**src/rtl/rap_pkg.sv**
```systemverilog
// Shared definitions for the reduced-carry approximate adder and its recovery stage.
package rap_pkg;

    localparam int RAP_W   = 32;
    localparam int RAP_WIN = 5;

    typedef enum logic {IDLE, CORR} rap_state_e;

    // Carry out of bit i built only from generates/propagates in bits i..i-RAP_WIN+1.
    function automatic logic [RAP_W-1:0] rap_appc(input logic [RAP_W-1:0] a,
                                                  input logic [RAP_W-1:0] b);
        logic [RAP_W-1:0] p;
        logic [RAP_W-1:0] g;
        logic [RAP_W-1:0] c;
        logic             run;
        p = a ^ b;
        g = a & b;
        for (int i = 0; i < RAP_W; i++) begin
            c[i] = 1'b0;
            run  = 1'b1;
            for (int k = 0; k < RAP_WIN; k++) begin
                if (i - k >= 0) begin
                    c[i] = c[i] | (run & g[i-k]);
                    run  = run & p[i-k];
                end
            end
        end
        return c;
    endfunction

endpackage

```
**src/rtl/rap_err_detect.sv**
```systemverilog
// Exact detection of a carry missed by the speculative window: a full-window
// propagate run fed by a carry the window below did produce.
module rap_err_detect
    import rap_pkg::*;
(
    input  logic [RAP_W-1:0] a,
    input  logic [RAP_W-1:0] b,
    output logic             err
);

    logic [RAP_W-1:0] p;
    logic [RAP_W-1:0] appc;
    logic             unused_appc_hi;

    // NOTE: every always_comb output gets a default first so no latch is inferred.
    always_comb begin
        p    = a ^ b;
        appc = rap_appc(a, b);
        err  = 1'b0;
        for (int i = RAP_WIN; i < RAP_W; i++) begin
            err = err | ((&p[i -: RAP_WIN]) & appc[i-RAP_WIN]);
        end
    end

    assign unused_appc_hi = ^appc[RAP_W-1:RAP_W-RAP_WIN];

endmodule

```
**src/rtl/rap_err_recover.sv**
```systemverilog
// Recovery stage: passes clean approximate sums in one cycle, rebuilds wrong ones
// with a chunked exact adder over NCH cycles, and counts detected errors.
module rap_err_recover
    import rap_pkg::*;
#(
    parameter int CHUNK      = 8,
    parameter int CORRECT_EN = 1,
    parameter int CNT_W      = 16
) (
    input  logic             clk,
    input  logic             rst_n,
    input  logic             in_valid,
    output logic             in_ready,
    input  logic [RAP_W-1:0] in_a,
    input  logic [RAP_W-1:0] in_b,
    input  logic [RAP_W:0]   in_appx_sum,
    output logic             out_valid,
    input  logic             out_ready,
    output logic [RAP_W:0]   out_sum,
    output logic             out_err,
    output logic             out_corrected,
    output logic [CNT_W-1:0] err_cnt,
    input  logic             cnt_clr
);

    localparam int NCH   = RAP_W / CHUNK;
    localparam int IDX_W = (NCH > 1) ? $clog2(NCH) : 1;

    rap_state_e       state;
    logic [IDX_W-1:0] idx;
    logic             carry;
    logic [RAP_W-1:0] a_q;
    logic [RAP_W-1:0] b_q;
    logic [RAP_W-1:0] res;
    logic [RAP_W-1:0] res_next;
    logic [CHUNK:0]   csum;
    logic             err;
    logic             accept;

    rap_err_detect u_det (
        .a   (in_a),
        .b   (in_b),
        .err (err)
    );

    assign in_ready = (state == IDLE) && (!out_valid || out_ready);
    assign accept   = in_valid && in_ready;

    always_comb begin
        csum = {1'b0, a_q[int'(idx)*CHUNK +: CHUNK]}
             + {1'b0, b_q[int'(idx)*CHUNK +: CHUNK]}
             + {{CHUNK{1'b0}}, carry};
        res_next = res;
        res_next[int'(idx)*CHUNK +: CHUNK] = csum[CHUNK-1:0];
    end

    // NOTE: datapath registers are reset too; they are few and it keeps outputs deterministic.
    always_ff @(posedge clk or negedge rst_n) begin
        if (!rst_n) begin
            state         <= IDLE;
            idx           <= '0;
            carry         <= 1'b0;
            a_q           <= '0;
            b_q           <= '0;
            res           <= '0;
            out_valid     <= 1'b0;
            out_sum       <= '0;
            out_err       <= 1'b0;
            out_corrected <= 1'b0;
        end else begin
            // NOTE: sequential state uses non-blocking assignments only.
            case (state)
                IDLE: begin
                    if (out_valid && out_ready) out_valid <= 1'b0;
                    if (accept) begin
                        if (err && (CORRECT_EN != 0)) begin
                            a_q   <= in_a;
                            b_q   <= in_b;
                            idx   <= '0;
                            carry <= 1'b0;
                            state <= CORR;
                        end else begin
                            out_valid     <= 1'b1;
                            out_sum       <= in_appx_sum;
                            out_err       <= err;
                            out_corrected <= 1'b0;
                        end
                    end
                end
                CORR: begin
                    res   <= res_next;
                    carry <= csum[CHUNK];
                    if (idx == IDX_W'(NCH-1)) begin
                        out_valid     <= 1'b1;
                        out_sum       <= {csum[CHUNK], res_next};
                        out_err       <= 1'b1;
                        out_corrected <= 1'b1;
                        idx           <= '0;
                        state         <= IDLE;
                    end else begin
                        idx <= idx + 1'b1;
                    end
                end
                default: state <= IDLE;
            endcase
        end
    end

    // Clear has priority over a coincident increment.
    always_ff @(posedge clk or negedge rst_n) begin
        if (!rst_n) begin
            err_cnt <= '0;
        end else if (cnt_clr) begin
            err_cnt <= '0;
        end else if (accept && err && (err_cnt != {CNT_W{1'b1}})) begin
            err_cnt <= err_cnt + 1'b1;
        end
    end

endmodule
```
**config.mk**
```make
export PLATFORM = sky130hd
export DESIGN_NAME = rap_err_recover
export DESIGN_NICKNAME = d
export VERILOG_FILES = /design/src/rtl/rap_pkg.sv /design/src/rtl/rap_err_detect.sv /design/src/rtl/rap_err_recover.sv
export SDC_FILE = /design/constraint.sdc
export NUM_CORES = 1
export LEC_CHECK = 0
export BUFFER_PORTS_ARGS = -buffer_cell sky130_fd_sc_hd__buf_2
export CELL_PAD_IN_SITES_DETAIL_PLACEMENT = 1
export CELL_PAD_IN_SITES_GLOBAL_PLACEMENT = 2
export CORE_ASPECT_RATIO = 0.75
export CORE_MARGIN = 2
export CORE_UTILIZATION = 39
export DETAILED_ROUTE_END_ITERATION = 10
export GPL_TIMING_DRIVEN = 0
export PLACE_DENSITY = 0.9
export REMOVE_ABC_BUFFERS = 1
export SLEW_MARGIN = 20
export SYNTH_ARGS = -nofsm -noshare
export SYNTH_HDL_FRONTEND = slang
export SYNTH_SLANG_ARGS = --single-unit
```
**constraint.sdc**
```tcl
create_clock -name clk -period 6.6 [get_ports clk]
set_input_delay 0.66 -clock clk [delete_from_list [all_inputs] [get_ports clk]]
set_output_delay 0.66 -clock clk [all_outputs]
set_load 0.02 [all_outputs]
```
==> results of run 1 <==
report_power, final:
part	leakage, nW	switching (W)	internal [W]	total [W]
registers	1.87	0.000314	0.00132	0.00163
logic	2.37	0.00150	0.00106	0.00256
clock network	0.283	0.000441	0.000529	0.000970
total	4.52	0.00226	0.00290	0.00516
placed cells by master, fill, tap and decap left out, types with 6 or more instances in the layout:
cell type  instances
and3_1            10
mux2_4             8
clkbuf_16         17
mux2_1             8
a21o_1             6
nor2b_1           34
xnor2_1           11
dfrtp_1          149
nand2_1           50
buf_2            153
mux4_2            16
nor3_1            32
ha_1              40
a22oi_1           11
a221oi_1          24
nor2_1            51
a211oi_1          25
a21oi_1           31
nand3_1           10
nand4_1           12
mux2_2            71
inv_1             16
o21ai_0           38
cell families after synthesis:
family / count (synthesis)
xor gates and xnor gates: 14
muxes: 104
AOI/OAI and AO/OA: 179
buffers and inverters: 55
adders and majority gates: 42
and+or+nand+nor: 224
DFF: 151
metal layers:
| metal | up-vias | part of all wire | track usage |
|---|---|---|---|
| met5 | - | 0.0011 | 0 |
| li1 | 3168 | - | - |
| met4 | 4 | 0.010 | 0.0509 |
| met1 | 3402 | 0.49 | 0.340 |
| met3 | 25 | 0.071 | 0.0726 |
| met2 | 202 | 0.42 | 0.334 |
registers in the layout, summed over array words and instances, names as in the netlist:
register	cells
a_q	32
out_corrected	1
err_cnt	16
res	32
state	1
idx	2
carry	1
out_sum	33
b_q	32
out_valid	1
worst reg2reg max path: stages, from the launching register on:
cell	delay, ns
dfrtp_1	1.07
mux4_2	0.46
fa_1	0.42
inv_1	0.09
fa_1	0.27
nor2b_1	0.08
o21a_1	0.19
o21ai_0	0.33
a21oi_1	0.19
a211oi_1	0.62
a22oi_1	0.18
a21oi_1	0.21
mux2_4	0.15
stage by stage:
| stage | setup TNS (ns) | utilization | setup WS [ns] |
|---|---|---|---|
| 6_report | 0 | 0.479 | 2.27 |
| 5_1_grt | 0 | 0.479 | 2.02 |
| 4_1_cts | 0 | 0.479 | 2.24 |
| 3_5_place_dp | 0 | 0.452 | 2.32 |
| 3_3_place_gp | -0.332 | 0.444 | -0.153 |
| 2_1_floorplan | 0 | - | 1.65 |
cell usage after synthesis (6+ instances only):
master	n
dfrtp_1	151
mux2_2	71
nor2_1	51
nand2_1	50
ha_1	40
o21ai_0	38
nor2b_1	34
nor3_1	34
a21oi_1	31
a211oi_1	25
a221oi_1	24
clkbuf_1	18
inv_1	16
mux4_2	16
buf_2	13
nand4_1	12
a22oi_1	11
xnor2_1	11
and3_1	10
nand3_1	10
mux2_1	8
mux2_4	8
a21o_1	6
final cells by class:
class,count,share of cell area
flip-flops and latches,151,0.373
inverters,18,0.00666
well taps,288,0.0355
multi-input cells,563,0.439
diodes,2,0.000493
clock buffers,17,0.0419
repair buffers,159,0.0897
clock inverters,15,0.0143
worst min-delay path by stage:
stage | startpoint | to | slack [ns]
final | rst_n | a_q[2]$_DFFE_PN0P_ | 0.13
after global routing | rst_n | a_q[2]$_DFFE_PN0P_ | 0.16
after CTS | rst_n | a_q[2]$_DFFE_PN0P_ | 0.15
after detailed placement | res[12]$_DFFE_PN0P_ | res[12]$_DFFE_PN0P_ | 0.47
after global placement | res[26]$_DFFE_PN0P_ | res[26]$_DFFE_PN0P_ | 0.46
after floorplan | rst_n | a_q[0]$_DFFE_PN0P_ | 0.36
==> run metrics, run 1 <==
GRT Total Usage 0.232; #FFs+latches synth around 150; initial antenna violation count 4; reg2reg end out_sum[6]$_DFFE_PN0P_; multi-input gate area in the final layout 4450 µm²; final setup violation count 0; Layout Skew between 0.007 and 0.008 ns; FF-to-FF Start idx[1]$_DFFE_PN0P_; Placer Congestion ~0.9; synthesized area per cell approximately 11 µm²; DR iter-0 viols between 400 and 500; clk_lat worst skew around 0.44 ns; HP Class input port to async pin; hold buffers post-CTS 0; Peak VDD IR 267 µV; post-synth top area cell dfrtp_1; Yosys top cell area share 0.447; Post-synth top flop dfrtp_1; Peak Freq 231 MHz; CP Cell Sequence mux4_2, fa_1, inv_1, fa_1, nor2b_1, o21a_1, o21ai_0, a21oi_1, a211oi_1, a22oi_1, a21oi_1, mux2_4; Synth-to-Final Area Change 20.1%; Buffers on Ports about 150; max cap viols 0; # resized after CTS 0; RSZ-0062 raised after global routing no; largest net degree at the start of global routing 95; Die W 174 µm; yosys warns 0; reg2reg setup slack around 2.3 ns; Synth Area in Compound Gates 0.149; worst reg2reg path depth 12; delay-heaviest family, CP compound AO/OA/AOI/OAI gates; setup repair bufs after CTS 0; Detailed Place HPWL between 15000 and 20000 µm; Pre-antenna DRT Iters 5; CP Capture Point out_sum[6]$_DFFE_PN0P_; Simple-Gate Fraction of Synth Area 0.134; Slew Viols, Final 0; root buffer cell clkbuf_16; sequential cell area about 3800 µm²; CTS clk-pin slew, worst paths 0.07 ns; WP data required approximately 7 ns; Post-Syn Instances a little under 800; first-pass GRT wire length ~41000 µm; post-synthesis sequential area ratio 0.447; Post-synth EDFFs 0; Hold Vio Cnt, Final 0; CTS Buffer Depth 2; TritonCTS clock tree built; total power slightly above 0.005 W; vias in the first global route slightly above 7000; Chip Height around 130 µm; CTS Buf Count 17; fin area approximately 10000 µm²; Critical-path top delay cell dfrtp_1; worst path bufs/invs 1; via count 6801; nature of the critical path startpoint register; share of cells above drive strength 1 0.329; count of different cell masters after synthesis 64; Post-Syn Area between 8000 and 9000 µm²; Post-Synth Adder-Cell Area 0.0639; Worst Path Arrival around 4.7 ns; drt wl/cell around 21 µm; worst slew pin tran ~1.1 ns; Rows 46; worst hold slack 0.130 ns; mux cell area share after synthesis 0.163; placed cell areas 9570 µm²; Final min period approximately 4.3 ns; XOR/XNOR Fraction of Synth Area 0.0145; CP max FO 20; IO Count between 150 and 200; number of vias per cell ~5.6; largest family of logic cells by synthesized area multiplexers; total gr overflow 0; final WL about 26000 µm; Final Non-Filler Cells between 1000 and 1500; period utilization 0.656; clock sink count 151; largest cells by area after synthesis dfrtp_1 45%, mux2_2 9.5%, ha_1 5.9%; asr flop ratio synth 1.00; status complete, no violations; crit path kind register to register; Die Area around 23000 µm²; core footprint roughly 21000 µm²; Post-Place Cells between 1000 and 1500; Critical Path Sink Type register; PwrDens slightly above 500 nW/µm²; CTS H-tree lvls 4; post-detailed-route count of antenna-violating nets 0; residual DRC count 0; Relative slew margins 0.263; initial core utilization 0.399; Fillers between 2000 and 2500; critical path's largest stage delay between 1 and 1.5 ns; nets between 1000 and 1500; leakage power 4.52 nW; CP Launch Point idx[1]$_DFFE_PN0P_; Worst path depth 12
Note: power is estimated with default switching activity, not from simulation.
==> run 2: changes to the inputs <==
--- a/config.mk
+++ b/config.mk
@@ -10,10 +10,10 @@
 export CELL_PAD_IN_SITES_GLOBAL_PLACEMENT = 2
 export CORE_ASPECT_RATIO = 0.75
 export CORE_MARGIN = 2
-export CORE_UTILIZATION = 39
+export CORE_UTILIZATION = 33
 export DETAILED_ROUTE_END_ITERATION = 10
 export GPL_TIMING_DRIVEN = 0
-export PLACE_DENSITY = 0.9
+export PLACE_DENSITY = 0.81
 export REMOVE_ABC_BUFFERS = 1
 export SLEW_MARGIN = 20
 export SYNTH_ARGS = -nofsm -noshare
==> constraint.sdc (replaced) <==
create_clock -name clk -period 3.6 [get_ports clk]
set_input_delay 0.36 -clock clk [delete_from_list [all_inputs] [get_ports clk]]
set_output_delay 0.36 -clock clk [all_outputs]
set_load 0.02 [all_outputs]
==> run 2 against run 1 <==
Sequential share of layout area decreased by 0.83 points. Final area increased by 2.5%. Via count increased by 0.74%. Routed wire length increased by 0.74%. Clock power increased by 93%. Global-route usage decreased by 3.1 points. First-iteration DRC count decreased by 0.44%. Critical path type unchanged. Critical endpoint is now out_sum[12]$_DFFE_PN0P_. Largest cell class unchanged.
==> run metrics, run 2 (same netlist as run 1, synthesis figures left out) <==
Rows 50 (was 46); IO Count 155 (unchanged); max cap viols 0 (unchanged); most frequent cells in the layout 153 x buf_2, 148 x dfrtp_1, 71 x mux2_2 (was 153 x buf_2, 149 x dfrtp_1, 71 x mux2_2); worst reg2reg path depth 11 (was 12); Detailed Place HPWL 19100 µm (about the same); clock sink count 151 (unchanged); reg2reg setup slack 0.14 ns (was 2.27 ns); reg2reg end out_sum[12]$_DFFE_PN0P_ (was out_sum[6]$_DFFE_PN0P_); Critical Path Sink Type register (unchanged); share of cells above drive strength 1 0.342 (was 0.329); Synth-to-Final Area Change 23.0% (was 20.1%); commonest non-fill, non-tap cell in the layout buf_2 (unchanged); period utilization 0.961 (was 0.656); Sw Ratio 0.428 (was 0.438); initial core utilization 0.337 (was 0.399); RSZ-0062 raised after global routing yes (was no); Placement Setup Slack -0.649 ns (was 2.32 ns); worst hold slack 0.153 ns (was 0.130 ns); clk_lat worst skew 0.44 ns (about the same); HP Class input port to register (was input port to async pin); via count 6851 (was 6801); vias in the first global route 7079 (was 7036); residual DRC count 0 (unchanged); Pre-antenna DRT Iters 4 (was 5); GRT Total Usage 0.201 (was 0.232); sequential share of power 0.301 (was 0.316); root buffer cell clkbuf_16 (unchanged); initial antenna violation count 4 (unchanged); Largest Register out_sum (unchanged); Largest register FFs 33 (unchanged); TritonCTS clock tree built (unchanged); min-delay src in_appx_sum[23]; PwrDens 946 nW/µm² (was 509 nW/µm²); total power 0.00984 W (was 0.00516 W); drt wl/cell 20.4 µm (was 21.1 µm); Buffers on Ports 154 (unchanged); Placer Congestion 0.900 (was 0.897); status complete, no violations (unchanged); number of vias per cell 5.40 (was 5.61); FF-to-FF Start idx[0]$_DFFE_PN0P_ (was idx[1]$_DFFE_PN0P_); NetSw 0.00421 W (was 0.00226 W); Layout Skew 0.00858 ns (was 0.00794 ns); Comb pwr share 0.510 (was 0.496); CTS Buffer Depth 2 (unchanged); Peak Freq 289 MHz (was 231 MHz); CP max FO 13 (was 20); Slew Viols, Final 0 (unchanged); PnR worst setup slack 0.141 ns (was 2.27 ns); WP data required 3.90 ns (was 6.97 ns); placed cell areas 9690 µm² (was 9570 µm²); core footprint 25100 µm² (was 21200 µm²); worst slew pin tran 1.06 ns (was 1.10 ns); largest net degree at the start of global routing 87 (was 95); CTS Buf Count 17 (unchanged); post-detailed-route count of antenna-violating nets 0 (unchanged); nets 1059 (was 1054); final setup violation count 0 (unchanged); CTS H-tree lvls 4 (unchanged); Worst Hold End out_sum[23]$_DFFE_PN0P_; CTS clk-pin slew, worst paths 0.07 ns (about the same); total gr overflow 0 (unchanged); leakage power 4.58 nW (was 4.52 nW); fin area 10400 µm² (was 10100 µm²); cell count of the worst hold path 2; Worst Path Arrival 3.76 ns (was 4.71 ns); Chip Height 143 µm (was 132 µm); Fillers 2786 (was 2411); final WL 25800 µm (was 25600 µm); Die Area 26900 µm² (was 22900 µm²); Final min period 3.46 ns (was 4.33 ns); Peak VDD IR 623 µV (was 267 µV); crit path kind register to register (unchanged); first-pass GRT wire length 41400 µm (about the same); nature of the critical path startpoint register (unchanged); Internal 0.00563 W (was 0.00290 W); Die W 189 µm (was 174 µm); DR iter-0 viols 457 (was 459); Clk pwr share 0.190 (was 0.188); Hold Vio Cnt, Final 0 (unchanged); Relative slew margins 0.292 (was 0.263)
## run 2: cell types whose count changed in the layout (fill, tap and decap cells not counted), sizes merged
cell and delta:
buf +4, bufinv +2, clkbuf +1, clkinv -1, clkinvlp +2, diode +1
dlygate4sd3 +1, inv -4
## run 2: power by group through the flow
stage	sequential (W)	combinational [W]	clock, W
after floorplan	0.00309	0.00298	0
after global placement	0.00301	0.00453	0
after detailed placement	0.00300	0.00474	0
after CTS	0.00296	0.00494	0.00192
after global routing	0.00308	0.00550	0.00199
final	0.00296	0.00501	0.00187
## run 2: per-layer routing
| layer | vias up | wire length [µm] | track usage |
|---|---|---|---|
| met3 | 22 | 1720 | 0.0552 |
| met2 | 182 | 10800 | 0.285 |
| met4 | 2 | 306 | 0.0559 |
| met1 | 3460 | 13000 | 0.298 |
| li1 | 3185 | - | - |
| met5 | - | 11 | 0 |
## run 2: final cells by class
cell class	instances	area (µm²)	share of cell area
flip-flops and latches	151	3790	0.364
inverters	18	67.6	0.00650
multi-input cells	563	4520	0.434
repair buffers	164	991	0.0953
diodes	3	7.51	0.000722
clock inverters	14	175	0.0168
well taps	338	423	0.0407
clock buffers	18	429	0.0413
## run 2: worst max-delay path by stage
stage	startpoint	endpoint	slack, ns	cells past startpoint
after global placement	in_b[21]	err_cnt[9]$_DFFE_PN0P_	-2.99	10
final	idx[0]$_DFFE_PN0P_	out_sum[12]$_DFFE_PN0P_	0.14	11
after CTS	idx[1]$_DFFE_PN0P_	out_sum[32]$_DFFE_PN0P_	0.006	12
after floorplan	state$_DFF_PN0_	err_cnt[9]$_DFFE_PN0P_	-1.17	5
after detailed placement	idx[1]$_DFFE_PN0P_	out_sum[30]$_DFFE_PN0P_	-0.65	12
after global routing	idx[0]$_DFFE_PN0P_	out_sum[32]$_DFFE_PN0P_	0.003	13
## run 2: worst max-delay path: stages (launching register included)
cell and delay, ns:
dfrtp_4 0.44, buf_16 0.17, mux4_2 0.54, fa_1 0.44, inv_1 0.08, fa_2 0.23, nor2b_1 0.06, o21a_1 0.20
or2_2 0.31, xor2_1 0.21, a221oi_1 0.52, nor3_1 0.13
## run 2: through the flow
stage / util / TNS, ns / cells
6_report: 0.415 / 0 / 1269
3_3_place_gp: 0.378 / -300.60 / 1224
2_1_floorplan: - / -71.71 / 732
3_5_place_dp: 0.386 / -9.04 / 1231
4_1_cts: 0.412 / 0 / 1266
5_1_grt: 0.414 / 0 / 1267
## run 2: repair_timing
item / CTS / global route
endpoints found under the hold margin: 65 / 0
hold buffers: 1 / 0
setup buffers: 2 / 0
gates cloned: 0 / 0
gates resized for setup: 8 / 8
pin swaps: 2 / 1
endpoints found under the setup margin: 33 / 14
